File: src/rtl/mem_ctrl_if.sv
// CPU-side request/response bundle for mem_ctrl.
//   req_valid/req_ready : request handshake (accepted when both high)
//   req_write           : 1 = store, 0 = load
//   req_size            : 0 byte, 1 half, 2 word, 3 treated as word
//   req_signed          : sign-extend load result
//   req_addr/req_wdata  : byte address (any alignment), little-endian store data
//   resp_valid          : one-cycle completion pulse (loads and stores)
//   resp_rdata          : extended load data, 0 for stores
interface mem_ctrl_if;
    logic        req_valid;
    logic        req_ready;
    logic        req_write;
    logic [1:0]  req_size;
    logic        req_signed;
    logic [31:0] req_addr;
    logic [31:0] req_wdata;
    logic        resp_valid;
    logic [31:0] resp_rdata;

    modport master (
        output req_valid, req_write, req_size, req_signed, req_addr, req_wdata,
        input  req_ready, resp_valid, resp_rdata
    );

    modport slave (
        input  req_valid, req_write, req_size, req_signed, req_addr, req_wdata,
        output req_ready, resp_valid, resp_rdata
    );
endinterface

File: src/rtl/mem_ctrl.sv
// Byte-serial memory controller: turns byte/half/word CPU loads and stores
// into a sequence of single-byte accesses on a RAM/HCI bus, with I/O write
// throttling against the HCI output FIFO and a global rdy freeze.
//   clk, rst_n      : clock, asynchronous active-low reset
//   rdy             : global run enable, low freezes all state
//   bus             : CPU request/response (mem_ctrl_if.slave)
//   mem_a           : byte address to the bus (0 when not issuing)
//   mem_wr          : byte write strobe
//   mem_dout        : byte written
//   mem_din         : byte read, valid one rdy-high cycle after its address
//   io_buffer_full  : HCI output FIFO full
module mem_ctrl #(
    parameter logic [1:0] IO_HI = 2'b11
) (
    input  logic        clk,
    input  logic        rst_n,
    input  logic        rdy,
    mem_ctrl_if.slave   bus,
    output logic [31:0] mem_a,
    output logic        mem_wr,
    output logic [7:0]  mem_dout,
    input  logic [7:0]  mem_din,
    input  logic        io_buffer_full
);

    typedef enum logic [1:0] {IDLE, READ, WRITE, FINISH} state_t;

    state_t      state, state_nx;
    logic [31:0] addr_q;
    logic [31:0] wdata_q;
    logic [23:0] rbuf_q;     // the last load byte is taken straight from mem_din
    logic [2:0]  cnt_q;
    logic [2:0]  nbytes_q;
    logic        signed_q;
    logic        write_q;
    logic        io_prev_q;  // an I/O write byte issued on the previous active cycle

    logic accept, last, is_io, io_hold, issue_rd, issue_wr;

    assign accept   = (state == IDLE) && rdy && bus.req_valid;
    assign last     = (cnt_q == nbytes_q - 3'd1);
    assign is_io    = (addr_q[17:16] == IO_HI);
    // The full flag lags one cycle behind a write, so back-to-back I/O bytes
    // must be spaced by one cycle even when full still reads low.
    assign io_hold  = is_io && (io_buffer_full || io_prev_q);
    assign issue_rd = (state == READ) && rdy;
    assign issue_wr = (state == WRITE) && rdy && !io_hold;

    // State register
    always_ff @(posedge clk or negedge rst_n) begin
        if (!rst_n) state <= IDLE;
        else        state <= state_nx;
    end

    // Next-state logic
    always_comb begin
        state_nx = state;
        case (state)
            IDLE:    if (accept)             state_nx = bus.req_write ? WRITE : READ;
            READ:    if (issue_rd && last)   state_nx = FINISH;
            WRITE:   if (issue_wr && last)   state_nx = FINISH;
            FINISH:  if (rdy)                state_nx = IDLE;
            default:                         state_nx = IDLE;
        endcase
    end

    // Request latch, address/byte counters and load byte capture
    always_ff @(posedge clk or negedge rst_n) begin
        if (!rst_n) begin
            addr_q   <= '0;
            wdata_q  <= '0;
            rbuf_q   <= '0;
            cnt_q    <= '0;
            nbytes_q <= '0;
            signed_q <= 1'b0;
            write_q  <= 1'b0;
        end else if (accept) begin
            addr_q   <= bus.req_addr;
            wdata_q  <= bus.req_wdata;
            rbuf_q   <= '0;
            cnt_q    <= '0;
            signed_q <= bus.req_signed;
            write_q  <= bus.req_write;
            case (bus.req_size)
                2'd0:    nbytes_q <= 3'd1;
                2'd1:    nbytes_q <= 3'd2;
                default: nbytes_q <= 3'd4;
            endcase
        end else begin
            // mem_din holds the byte issued on the previous active cycle
            if (issue_rd) begin
                case (cnt_q)
                    3'd1:    rbuf_q[7:0]   <= mem_din;
                    3'd2:    rbuf_q[15:8]  <= mem_din;
                    3'd3:    rbuf_q[23:16] <= mem_din;
                    default: ;
                endcase
            end
            if (issue_rd || issue_wr) begin
                addr_q <= addr_q + 32'd1;
                cnt_q  <= cnt_q + 3'd1;
            end
            if (issue_wr) wdata_q <= wdata_q >> 8;
        end
    end

    always_ff @(posedge clk or negedge rst_n) begin
        if (!rst_n)   io_prev_q <= 1'b0;
        else if (rdy) io_prev_q <= issue_wr && is_io;
    end

    // Outputs
    always_comb begin
        mem_a          = '0;
        mem_wr         = 1'b0;
        mem_dout       = '0;
        bus.req_ready  = (state == IDLE) && rdy;
        bus.resp_valid = 1'b0;
        bus.resp_rdata = '0;
        case (state)
            READ: mem_a = addr_q;
            WRITE: begin
                if (!io_hold) begin
                    mem_a    = addr_q;
                    mem_dout = wdata_q[7:0];
                    mem_wr   = rdy;
                end
            end
            FINISH: begin
                bus.resp_valid = rdy;
                if (rdy && !write_q) begin
                    case (nbytes_q)
                        3'd1:    bus.resp_rdata = {{24{signed_q & mem_din[7]}}, mem_din};
                        3'd2:    bus.resp_rdata = {{16{signed_q & mem_din[7]}}, mem_din, rbuf_q[7:0]};
                        default: bus.resp_rdata = {mem_din, rbuf_q};
                    endcase
                end
            end
            default: ;
        endcase
    end

endmodule
File: src/flat_wrapper.sv
// flat-port wrapper written by rule: the top's interface ports become plain ports
module mem_ctrl_flat 
#(
    parameter logic [1:0] IO_HI = 2'b11
)
  (clk, rst_n, rdy, mem_a, mem_wr, mem_dout, mem_din, io_buffer_full, bus_req_valid, bus_req_write, bus_req_size, bus_req_signed, bus_req_addr, bus_req_wdata, bus_req_ready, bus_resp_valid, bus_resp_rdata);
  mem_ctrl_if bus_i ();
  input  logic clk;
  input  logic rst_n;
  input  logic rdy;
  output logic [31:0] mem_a;
  output logic mem_wr;
  output logic [7:0] mem_dout;
  input  logic [7:0] mem_din;
  input  logic io_buffer_full;
  input wire logic [$bits(bus_i.req_valid)-1:0] bus_req_valid;
  input wire logic [$bits(bus_i.req_write)-1:0] bus_req_write;
  input wire logic [$bits(bus_i.req_size)-1:0] bus_req_size;
  input wire logic [$bits(bus_i.req_signed)-1:0] bus_req_signed;
  input wire logic [$bits(bus_i.req_addr)-1:0] bus_req_addr;
  input wire logic [$bits(bus_i.req_wdata)-1:0] bus_req_wdata;
  output wire logic [$bits(bus_i.req_ready)-1:0] bus_req_ready;
  output wire logic [$bits(bus_i.resp_valid)-1:0] bus_resp_valid;
  output wire logic [$bits(bus_i.resp_rdata)-1:0] bus_resp_rdata;
  assign bus_i.req_valid = bus_req_valid;
  assign bus_i.req_write = bus_req_write;
  assign bus_i.req_size = bus_req_size;
  assign bus_i.req_signed = bus_req_signed;
  assign bus_i.req_addr = bus_req_addr;
  assign bus_i.req_wdata = bus_req_wdata;
  assign bus_req_ready = bus_i.req_ready;
  assign bus_resp_valid = bus_i.resp_valid;
  assign bus_resp_rdata = bus_i.resp_rdata;
  mem_ctrl #(.IO_HI(IO_HI)) u_core (.clk(clk), .rst_n(rst_n), .rdy(rdy), .bus(bus_i), .mem_a(mem_a), .mem_wr(mem_wr), .mem_dout(mem_dout), .mem_din(mem_din), .io_buffer_full(io_buffer_full));
endmodule
File: config.mk
export PLATFORM = sky130hd
export DESIGN_NAME = mem_ctrl_flat
export DESIGN_NICKNAME = d
export VERILOG_FILES = /design/src/rtl/mem_ctrl_if.sv /design/src/rtl/mem_ctrl.sv /design/src/flat_wrapper.sv
export SDC_FILE = /design/constraint.sdc
export NUM_CORES = 1
export LEC_CHECK = 0
export ABC_AREA = 1
export CORE_MARGIN = 5
export CORE_UTILIZATION = 35
export CTS_CLUSTER_SIZE = 25
export DETAILED_ROUTE_END_ITERATION = 12
export HOLD_SLACK_MARGIN = 0.03
export PLACE_DENSITY = 0.69
export SYNTH_ARGS = -nofsm -noshare
export SYNTH_HDL_FRONTEND = slang
export SYNTH_SLANG_ARGS = --single-unit
File: constraint.sdc
create_clock -name clk -period 2.45 [get_ports clk]
set_clock_uncertainty 0.05 [all_clocks]
set_input_delay 0.6125 -clock clk [delete_from_list [all_inputs] [get_ports clk]]
set_output_delay 0.6125 -clock clk [all_outputs]
set_load 0.02 [all_outputs]
==> metrics <==
slew margin rel. 0.606; Syn Area/Cell between 6 and 7 sq um; crit path cell chain buf_6, ha_4, inv_4, nor2_4, nor2_4, buf_4, buf_4, a21oi_2, buf_4; largest family of logic cells by synthesized area simple AND/OR/NAND/NOR gates; Seq/Total Area, Yosys 0.393; Critical Path End Type primary output; DR pass1 iterations 5; R2R cell count 16; Cells after Synth between 900 and 1,000; Logic pwr share 0.583; placed insts 1,305; vias around 6,700; CTS max path bufs 2; GP Congestion 0.868; critical path data arrival time 1.98 ns; remaining global-route overflow 0; Initial Util 0.354; CTS tree done; CP bufs+invs 5; Post-Syn Area ~6300 sq um; crit-path max FO 8; Final min period 2.64 ns; Clk network pwr share 0.130; R2R Path Start u_core.nbytes_q[1]$_DFFE_PN0P_; Startpoint Class flop; # IOs 156; CTS Hold Bufs 0; # DRC 0; violated checks negative setup slack; r2r endpoint u_core.state[0]$_DFFE_PN0P_; net switching power between 4 and 5 mW; initial antenna violation count 0; number of global-route vias before repair approximately 6,300; max cap viols 0; Die ar. 20,800 sq um; Nets about 1,200; Synth cell types 35; worst endpoint required time around 1.8 ns; most frequent cells in the layout nand2_1, nor2_1, dfrtp_1, inv_1, buf_4; Die Y-Extent 144 microns; yosys warns 0; CP max stage delay roughly 0.42 ns; commonest non-fill, non-tap cell in the layout nand2_1; final number of hold-violating endpoints 0; P per Cell Area 1110 nW/um^2; Net Sw Frac 0.448; status finished with violations; final std cells w/o fill roughly 1,400; largest net degree at the start of global routing 49; async set-reset flop share out of synthesis 1.00; Hold Path Class in2async; CTS Root Cell clkbuf_16; Power Internal roughly 5.9 mW; clock latency on the worst-skew pair approximately 0.35 ns; die width 144 microns; port buffer count 155; Seq pwr share 0.287; Syn Nets ~1,000; Detailed Route Iter0 Violations 394; DP Worst Slack -0.609 ns; Setup CP Type reg2out; xor and xnor area share after synthesis 0.00416; area grow syn2layout 52.2%; Synth Area in Compound Gates 0.105; r2r setup slk roughly 0.09 ns; Peak VDD IR between 0.6 and 0.7 mV; Post-synth top flop dfrtp_1; Routed WL approximately 21 mm; Worst-Margin Slew between 0.5 and 0.6 ns; HPWL after detailed placement 13.9 mm; Slew Limit Fails 0; core area roughly 18,000 sq um; Post-Synth Adder-Cell Area 0.0258; diode count 0; post-route cell area about 9600 sq um; fmax approximately 380 MHz; Synth Area in Simple Gates 0.346; Critical Path Slowest Stage Cell dfrtp_1; Yosys reg bits a little under 100; layout cells sized above 1 0.286; Global Route Usage Sum 0.189; Routed Antenna Nets 0; htree depth 3; most frequent CP cell buf_4; PnR worst setup slack -0.193 ns; mux contribution to synthesized area 0.0285; unrepaired setup endpoints after global routing yes; Core Rows a little under 50; setup TNS -4.64 ns; Num Clock Sinks slightly below 100; DP Area around 8400 sq um; family with the most delay on the worst path buffers and inverters; WL per Instance about 15 microns; Lkg Pwr 4.42 nW; global-route wire length before repair roughly 32 mm; clk slew on worst S/H paths roughly 0.080 ns; CTS Buf Count 9; Filler cells around 1,600; Tcrit/Tclk final 1.08; Vias/cell approximately 4.9; EDFF count, synth 0; count of final setup violators between 40 and 50
==> worst reg2reg max path, delay by kind of cell (launching register included) <==
family                   cells  cell delay [ns]
AND/OR/NAND/NOR              7             0.60
adder cells (fa/ha/maj)      1             0.26
flip-flops                   1             0.40
buffers and inverters        8             0.95
==> registers in the layout (all words and copies together) (netlist names) <==
signal / cells
u_core.state: 2
u_core.addr_q: 32
u_core.write_q: 1
u_core.cnt_q: 3
u_core.io_prev_q: 1
u_core.signed_q: 1
u_core.rbuf_q: 24
u_core.wdata_q: 32
u_core.nbytes_q: 3
==> worst max path at each step <==
stage,depth (start not counted),to,slack (ns),start
finish,9,bus_resp_rdata[17],-0.19,u_core.nbytes_q[1]$_DFFE_PN0P_
detailed placement,6,bus_resp_rdata[15],-0.61,rdy
floorplan,8,bus_resp_rdata[14],0.15,u_core.nbytes_q[0]$_DFFE_PN0P_
global placement,8,mem_a[19],-0.57,io_buffer_full
CTS,11,bus_resp_rdata[9],-0.16,u_core.nbytes_q[1]$_DFFE_PN0P_
global route,9,bus_resp_rdata[17],-0.27,u_core.nbytes_q[1]$_DFFE_PN0P_
==> stage by stage <==
step           hold slack (ns)  utilization  power (mW)
3_3_place_gp             0.435        0.471        7.73
3_5_place_dp             0.441        0.471        7.80
4_1_cts                  0.226        0.518        10.0
5_1_grt                  0.241        0.538        11.4
6_report                 0.203        0.538        10.7
2_1_floorplan            0.267            -        6.00
==> final cells by class <==
type                            count  area (sq um)  share of cell area
Inverter                          102           393              0.0409
Multi-Input combinational cell    671          3810               0.396
Timing Repair Buffer              236          2350               0.245
Clock inverter                      7          52.6             0.00547
Sequential cell                    99          2480               0.258
Tap cell                          229           287              0.0298
Timing Repair inverter              1          7.51            0.000782
Clock buffer                        9           225              0.0234
==> cell families after synthesis <==
kind of cell / after synthesis
simple gates: 528
buf+inv: 140
compound gates: 111
flops: 99
mux: 16
fa+ha+maj: 13
xor+xnor: 3
==> power groups by stage <==
stage / sequential, mW / clock [mW] / combinational, mW
2_1_floorplan: 2.83 / 0 / 3.17
3_3_place_gp: 2.99 / 0 / 4.74
3_5_place_dp: 3.00 / 0 / 4.80
4_1_cts: 3.00 / 1.40 / 5.63
5_1_grt: 3.15 / 1.48 / 6.80
6_report: 3.06 / 1.38 / 6.20
==> cell usage after synthesis, types with 2 or more instances <==
cell type  count  area, sq um
a21oi_1       14         70.1
a221oi_1       8         70.1
a22oi_1        8         60.1
a31oi_1       24          150
and2_1         2         12.5
buf_2         20          100
buf_4          8         60.1
buf_6          5         56.3
clkbuf_1       5         18.8
dfrtp_1       99         2480
ha_1          13          163
inv_1         99          372
inv_2          3         11.3
mux2_2        16          180
nand2_1      284         1070
nand2_2        3         18.8
nand3_1       50          250
nand3_2        3         30.0
nor2_1       144          541
nor2_2         2         12.5
nor2_4         3         33.8
nor3_1        10         50.1
o21ai_0       37          185
o21ai_1        8         40.0
o21ai_2        3         26.3
o22ai_1        6         37.5
or2_1          5         31.3
or2_2         20          125
xor2_1         2         17.5
==> metal layers <==
metal / vias to the layer above / track usage / part of all wire
li1: 3304 / - / -
met1: 3112 / 0.253 / 0.44
met2: 200 / 0.310 / 0.48
met3: 34 / 0.0390 / 0.061
met4: 0 / 0.0530 / 0.026
met5: - / 0 / 0
==> timing repair <==
action / CTS / global route
setup endpoints to repair: 75 / 72
pin swaps: 14 / 22
hold endpoints to repair: 0 / 0
gates resized for setup: 438 / 121
gates cloned: 4 / 1
setup buffers: 21 / 11
No activity file was read; power rests on OpenSTA's default activity.
